File: config.mk
export PLATFORM = sky130hd
export DESIGN_NAME = piso_bit_serializer
export DESIGN_NICKNAME = d
export VERILOG_FILES = /design/src/rtl/piso_bit_serializer.sv
export SDC_FILE = /design/constraint.sdc
export NUM_CORES = 1
export LEC_CHECK = 0
export ABC_AREA = 1
export CORE_ASPECT_RATIO = 1.75
export CORE_MARGIN = 3
export CORE_UTILIZATION = 29
export CTS_BUF_LIST = sky130_fd_sc_hd__clkbuf_16
export DETAILED_ROUTE_END_ITERATION = 10
export HOLD_SLACK_MARGIN = 0.02
export PLACE_DENSITY = 0.53
export SLEW_MARGIN = 20
export SYNTH_ARGS = -nofsm -noshare
export SYNTH_HDL_FRONTEND = slang
export SYNTH_SLANG_ARGS = --single-unit
File: constraint.sdc
create_clock -name clk -period 3.45 [get_ports clk]
set_clock_uncertainty 0.15 [all_clocks]
set_input_delay 0.5175 -clock clk [delete_from_list [all_inputs] [get_ports clk]]
set_output_delay 0.5175 -clock clk [all_outputs]
set_load 0.02 [all_outputs]
File: src/rtl/piso_bit_serializer.sv
// piso_bit_serializer: parallel-in / serial-out stage feeding the 1001 detector.
// Accepts WIDTH-bit words over valid/ready and shifts them out MSB-first on
// ser_out, with frame_start/frame_done markers and an optional idle gap of
// GAP_CYCLES between frames.
//
// Handshake: a word transfers on a rising clk edge where in_valid && in_ready.
// in_ready never depends on in_valid, and in_data is sampled only on that edge.
//
// Optional feature, macro SER_PARITY_EN: appends one even-parity bit after the
// data bits; frame_done and the back-to-back in_ready window move to it.
module piso_bit_serializer #(
    parameter int   WIDTH      = 8,
    parameter int   GAP_CYCLES = 0,
    parameter logic IDLE_LEVEL = 1'b0
) (
    input  logic             clk,
    input  logic             reset_n,
    input  logic [WIDTH-1:0] in_data,
    input  logic             in_valid,
    output logic             in_ready,
    output logic             ser_out,
    output logic             ser_valid,
    output logic             frame_start,
    output logic             frame_done,
    output logic             busy
);

`ifdef SER_PARITY_EN
    localparam int FRAME_BITS = WIDTH + 1;
`else
    localparam int FRAME_BITS = WIDTH;
`endif
    localparam int                CNT_W    = $clog2(FRAME_BITS + 1);
    localparam logic [CNT_W-1:0]  LAST_CNT = CNT_W'(FRAME_BITS);
    localparam logic [3:0]        GAP_LAST = 4'(GAP_CYCLES);
    localparam logic              NO_GAP   = (GAP_CYCLES == 0);

    typedef enum logic [1:0] {
        ST_IDLE  = 2'd0,
        ST_SHIFT = 2'd1,
        ST_GAP   = 2'd2
    } state_t;

    state_t             state_q;
    state_t             state_d;
    logic [WIDTH-1:0]   shreg_q;    // bits still to be sent, next one at MSB
    logic [CNT_W-1:0]   bit_cnt_q;  // frame bits already placed on ser_out
    logic [3:0]         gap_cnt_q;  // gap cycles already spent
    logic               last_bit;
    logic               gap_last;
    logic               load;
    logic               advance;
`ifdef SER_PARITY_EN
    logic               parity_q;
`endif

    // State register: asynchronous abort of any frame in progress.
    always_ff @(posedge clk or negedge reset_n) begin
        if (!reset_n) begin
            state_q <= ST_IDLE;
        end else begin
            state_q <= state_d;
        end
    end

    // Next-state logic: a handshake always starts a fresh frame.
    always_comb begin
        state_d = state_q;
        case (state_q)
            ST_IDLE: begin
                if (load) state_d = ST_SHIFT;
            end
            ST_SHIFT: begin
                if (last_bit) begin
                    if (load)         state_d = ST_SHIFT;
                    else if (!NO_GAP) state_d = ST_GAP;
                    else              state_d = ST_IDLE;
                end
            end
            ST_GAP: begin
                if (gap_last) state_d = load ? ST_SHIFT : ST_IDLE;
            end
            default: state_d = ST_IDLE;
        endcase
    end

    // Control outputs: ready windows, handshake and shift strobes.
    always_comb begin
        last_bit = (state_q == ST_SHIFT) && (bit_cnt_q == LAST_CNT);
        gap_last = (state_q == ST_GAP) && (gap_cnt_q == GAP_LAST);
        in_ready = reset_n && ((state_q == ST_IDLE) || (last_bit && NO_GAP) || gap_last);
        load     = in_valid && in_ready;
        advance  = (state_q == ST_SHIFT) && !last_bit;
        busy     = (state_q != ST_IDLE);
    end

    // Datapath: load places the MSB immediately; advance shifts one bit per cycle.
    always_ff @(posedge clk or negedge reset_n) begin
        if (!reset_n) begin
            shreg_q     <= '0;
            bit_cnt_q   <= '0;
            gap_cnt_q   <= '0;
            ser_out     <= IDLE_LEVEL;
            ser_valid   <= 1'b0;
            frame_start <= 1'b0;
            frame_done  <= 1'b0;
`ifdef SER_PARITY_EN
            parity_q    <= 1'b0;
`endif
        end else if (load) begin
            shreg_q     <= {in_data[WIDTH-2:0], 1'b0};
            bit_cnt_q   <= CNT_W'(1);
            gap_cnt_q   <= '0;
            ser_out     <= in_data[WIDTH-1];
            ser_valid   <= 1'b1;
            frame_start <= 1'b1;
            frame_done  <= 1'b0;
`ifdef SER_PARITY_EN
            parity_q    <= ^in_data;
`endif
        end else if (advance) begin
            shreg_q     <= {shreg_q[WIDTH-2:0], 1'b0};
            bit_cnt_q   <= bit_cnt_q + CNT_W'(1);
`ifdef SER_PARITY_EN
            ser_out     <= (bit_cnt_q == CNT_W'(WIDTH)) ? parity_q : shreg_q[WIDTH-1];
`else
            ser_out     <= shreg_q[WIDTH-1];
`endif
            ser_valid   <= 1'b1;
            frame_start <= 1'b0;
            frame_done  <= (bit_cnt_q == LAST_CNT - CNT_W'(1));
        end else begin
            bit_cnt_q   <= '0;
            ser_out     <= IDLE_LEVEL;
            ser_valid   <= 1'b0;
            frame_start <= 1'b0;
            frame_done  <= 1'b0;
            if (last_bit && !NO_GAP) begin
                gap_cnt_q <= 4'd1;
            end else if ((state_q == ST_GAP) && !gap_last) begin
                gap_cnt_q <= gap_cnt_q + 4'd1;
            end else begin
                gap_cnt_q <= '0;
            end
        end
    end

endmodule

* Yosys cells after proc, flatten, opt, wreduce, memory -nomap -nowiden
Index checks and enable logic that the tools add are counted.
** Cells by class
- $add $sub $neg :: 2
- Equal/unequal tests :: 8
- Multiplexer cells :: 19
- Reductions and logical operators :: 15
** Operator list (count)
- 2-to-1 mux 4 bit :: 5
- 2-to-1 mux 8 bit :: 2
- adder 4 x 1 -> 4 bit (second input constant) :: 2
- 2-to-1 mux 1 bit :: 8
- inequality test 2 bit (second input constant) :: 4
- logical AND 1 bit :: 6
- 2-to-1 mux 2 bit :: 3
- case mux 2 bit (3 select lines) :: 1
- equality test 4 x 3 -> 1 bit (second input constant) :: 1
- equality test 4 bit (second input constant) :: 1
- zero test 4 bit :: 1
- nonzero test 2 bit :: 2
- AND reduction 3 bit :: 1
- equality test 2 x 1 -> 1 bit (second input constant) :: 1
- equality test 2 bit (second input constant) :: 1
- zero test 1 bit :: 2
- zero test 2 bit :: 1
- logical OR 1 bit :: 2
** Word-level totals
- Bits in registers :: 22
- Input bits :: 11
- Output and inout bits :: 6

* Longest topological paths before layout
- Depth in word-level cells :: 9
- Gate-level depth with buffers :: 8

* Least setup slack after synthesis
OpenSTA, ideal clock, no wires.
- Path type :: register to output
- Start point :: reg bit_cnt_q[0]
- End point :: out in_ready
- Data arrival time :: 1.247 ns
- Required time :: 2.782 ns
- Slack :: 1.536 ns
- Stages on the path, launching flop included :: 7
- Buffers on the path :: 0
- Cell sequence :: dfrtp_1 -> inv_1 -> ha_1 -> nand3_2 -> nand2_2 -> clkinv_1 -> nor2_1
** On the way
- Word-level cells in the longest chain between the ends :: 5
** Ends and longest elaborated chain
- start: declaration :: line 47 : logic [CNT_W-1:0] bit_cnt_q;
- start signal: assignment :: line 123 : bit_cnt_q <= bit_cnt_q + CNT_W'(1);
- equality test 4 bit :: line 89 : last_bit = (state_q == ST_SHIFT) && (bit_cnt_q == LAST_CNT);
- logical AND 1 bit :: line 89
- logical OR 1 bit (2 in a row) :: line 91 : in_ready = reset_n && ((state_q == ST_IDLE) || (last_bit && NO_GAP) || gap_last);
- logical AND 1 bit :: line 91
- end: declaration :: line 20 : output logic in_ready,
No other way between the ends.

* Final worst setup path
Same ends and word-level chain as after synthesis.

==> out/qor.csv <==
stage,metric,value,unit
logic_synthesis,avgSynthCellArea,9.63,µm²
logic_synthesis,ys_ff_latch,16,
logic_synthesis,yosys.cell_types.count,18,
floorplan,start_util,0.310,
logic_synthesis,synthTopCellsByArea,"dfrtp_1 (55%), nand4_1 (6.8%), nand3_1 (6.2%), nand2_1 (6.2%), o211ai_1 (6.2%)",
worst_setup_path,cp_slowest_cell,clkdlybuf4s50_1,
placed_design,gp_congestion,0.734,
sta,final.setup.worst_slack,453,ps
route,final_antenna_net_count,0,
power,clock_power_share,0.281,
clocking,cts_tree,yes,
layout,area_growth,33.5,%
logic_synthesis,synth_compound_area_frac,0.0821,
floorplan,ios,17,
logic_synthesis,synth_top_family_by_area,simple AND/OR/NAND/NOR gates,
power,p_int,0.520,mW
sta,period_minus_slack,3000,ps
logic_synthesis,seq_area_frac_synth,0.547,
sta,hold_viol,0,
worst_setup_path,path_cells,inv_1 > ha_1 > nand3_2 > nand2_2 > clkinv_1 > nor2_1 > clkdlybuf4s50_1,
clocking,clk_latency,240,ps
clocking,clk_pin_slew,50,ps
route,dr.pass1.iters,4,
sta,setup_viol,0,
route,drcViolationCount,0,
placed_design,io_buffers,16,
logic_synthesis,synth_top_area_cell,dfrtp_1,
logic_synthesis,syn_nets,89,
worst_setup_path,crit_path_end_kind,output pin,
power,p_sw,0.261,mW
sta,worst_pin_slew,355,ps
sta,grt_setup_unrepaired,false,
clocking,numCtsBuffers,3,
route,routed_wl,1440,µm
floorplan,core.rowCount,23,
route,via_count,563,
logic_synthesis,synth-async-reset-ratio,1.00,
logic_synthesis,synthAdderAreaFrac,0.0342,
worst_setup_path,path_max_fanout,21,
sta,slew_viol_final,0,
placed_design,pre_cts_ws,689,ps
placed_design,hpwl,1040,µm
power,vdd_drop_max,0.310,mV
layout,nets,107,
route,first_iter_violations,14,
route,viasPerCell,4.77,
logic_synthesis,synthDominantCellAreaShare,0.547,
power,pwr-share-comb,0.333,
power,power,0.781,mW
global_routing,gr-total-overflow,0,
clocking,post_cts_buffers,0,
global_routing,grt_max_degree,25,
clocking,cts_sinks,16,
logic_synthesis,yosys_warnings,0,
floorplan,die_y,72.5,µm
worst_setup_path,path_delay_family,buffers and inverters,
logic_synthesis,synth_area,732,µm²
logic_synthesis,muxShareOfSynthArea,0,
flow_run,drv_cap,0,
clocking,cts_max_level,1,
global_routing,track_usage,0.107,
worst_setup_path,slowest_delay,610,ps
min_path,hp-class,flip-flop to flip-flop,
route,wire_per_inst,12.2,µm
layout,antenna_cells,0,
logic_synthesis,synth_most_common_cell,dfrtp_1,
clocking,clock_path_buffers,2,
logic_synthesis,yosys.area_share.xor_xnor,0.0120,
sta,finalCritPeriodShare,0.869,
clocking,hold_buffers,0,
global_routing,antenna_found_initial,0,
clocking,clockRootBuffer,clkbuf_16,
clocking,cts_resized,0,
worst_setup_path,start_kind,flip-flop,
power,power_density,799,mW/mm²
logic_synthesis,yosys.area_share.simple,0.229,
worst_setup_path,critPathKind,flip-flop to output pin,
layout,layout-drive-gt1-share,0.0753,
worst_setup_path,arrival,2330,ps
global_routing,grt_pass1_wl,2500,µm
floorplan,core_area,0.00236,mm²
outcome,outcome,"finished, final reports clean",
logic_synthesis,yosys-top-cells-count,"dfrtp_1 (16), nand2_1 (12), nand3_1 (9)",
sta,final.setup.tns,0,ps
logic_synthesis,synth-edff-count,0,
power,leakage,0.462,nW
floorplan,die_w,44.0,µm
global_routing,first_global_vias,573,
worst_setup_path,worst-path-buf-inv,3,
floorplan,fp.dieArea,0.00319,mm²
sta,relSlewSlack,0.763,
sta,clock.fmax,334,MHz
logic_synthesis,synthFlopType,dfrtp_1,
power,sw_frac_of_total,0.334,
worst_setup_path,worstPathRequired,2780,ps
logic_synthesis,synthCells,76,
power,p_seq_frac,0.386,
==> flip-flops by register name (all words and copies together) (netlist names) <==
register	flops
shreg_q	7
bit_cnt_q	4
frame_done	1
frame_start	1
ser_out	1
ser_valid	1
state_q	1
==> through the flow <==
stage	util	std cells	hold slack (ps)	instance area, µm²
global placement	0.381	114	319	898
global route	0.414	118	362	977
floorplan	-	76	71.9	732
detailed placement	0.381	114	320	898
CTS	0.414	118	344	977
finish	0.414	118	335	977
==> layout make-up <==
cell class                      count  area, µm²
Multi-Input combinational cell     46        262
Clock inverter                      1       3.75
Timing Repair Buffer               17        168
Sequential cell                    16        400
Fill cell                         238       1380
Tap cell                           25       31.3
Inverter                           10       37.5
Clock buffer                        3       75.1
==> logic make-up after synthesis <==
family | count (synthesis)
compound gates | 9
xor+xnor | 1
fa+ha+maj | 2
buf+inv | 14
flops | 16
simple gates | 34
==> layout by cell type, fill, tap and decap left out, drive strengths merged <==
| master | instances |
|---|---|
| nand2 | 13 |
| inv | 9 |
| ha | 2 |
| clkdlybuf4s50 | 16 |
| dfrtp | 16 |
| buf | 1 |
| nand3 | 10 |
| xnor2 | 1 |
| a21oi | 1 |
| nand4 | 8 |
| o211ai | 6 |
| o21ai | 2 |
| clkbuf | 3 |
| nor2 | 3 |
| clkinv | 2 |
==> path summary, 6_finish.rpt <==
kind	start	endpoint	slack, ps	depth (start not counted)
min in group asynchronous	reset_n	bit_cnt_q[1]$_DFF_PN0_	510	2
max in group asynchronous	reset_n	shreg_q[6]$_DFFE_PN0P_	2420	2
worst max register to register	bit_cnt_q[0]$_DFF_PN0_	shreg_q[2]$_DFFE_PN0P_	1630	7
worst min-delay path	shreg_q[7]$_DFFE_PN0P_	ser_out$_DFF_PN0_	330	2
worst max-delay path	bit_cnt_q[0]$_DFF_PN0_	in_ready	450	7
worst min register to register	shreg_q[7]$_DFFE_PN0P_	ser_out$_DFF_PN0_	330	2
==> metal layers <==
| metal | wire length (µm) | vias up | global-route usage |
|---|---|---|---|
| li1 | - | 294 | - |
| met1 | 614 | 254 | 0.122 |
| met2 | 729 | 13 | 0.174 |
| met3 | 78 | 2 | 0.0223 |
| met4 | 19 | 0 | 0.0705 |
| met5 | 0 | - | 0 |
==> power groups by stage <==
stage	Clock, mW	Combinational (mW)	Sequential, mW
finish	0.220	0.260	0.302
global route	0.235	0.304	0.313
CTS	0.226	0.266	0.302
detailed placement	0	0.265	0.304
global placement	0	0.261	0.303
floorplan	0	0.181	0.318
==> worst reg2reg max path: cells and delay by family, from the launching register on <==
family,cells,cell delay (ps)
buffers and inverters,2,410
adder cells (fa/ha/maj),1,150
AND/OR/NAND/NOR,4,590
flip-flops,1,400
No activity file was read; power rests on OpenSTA's default activity.
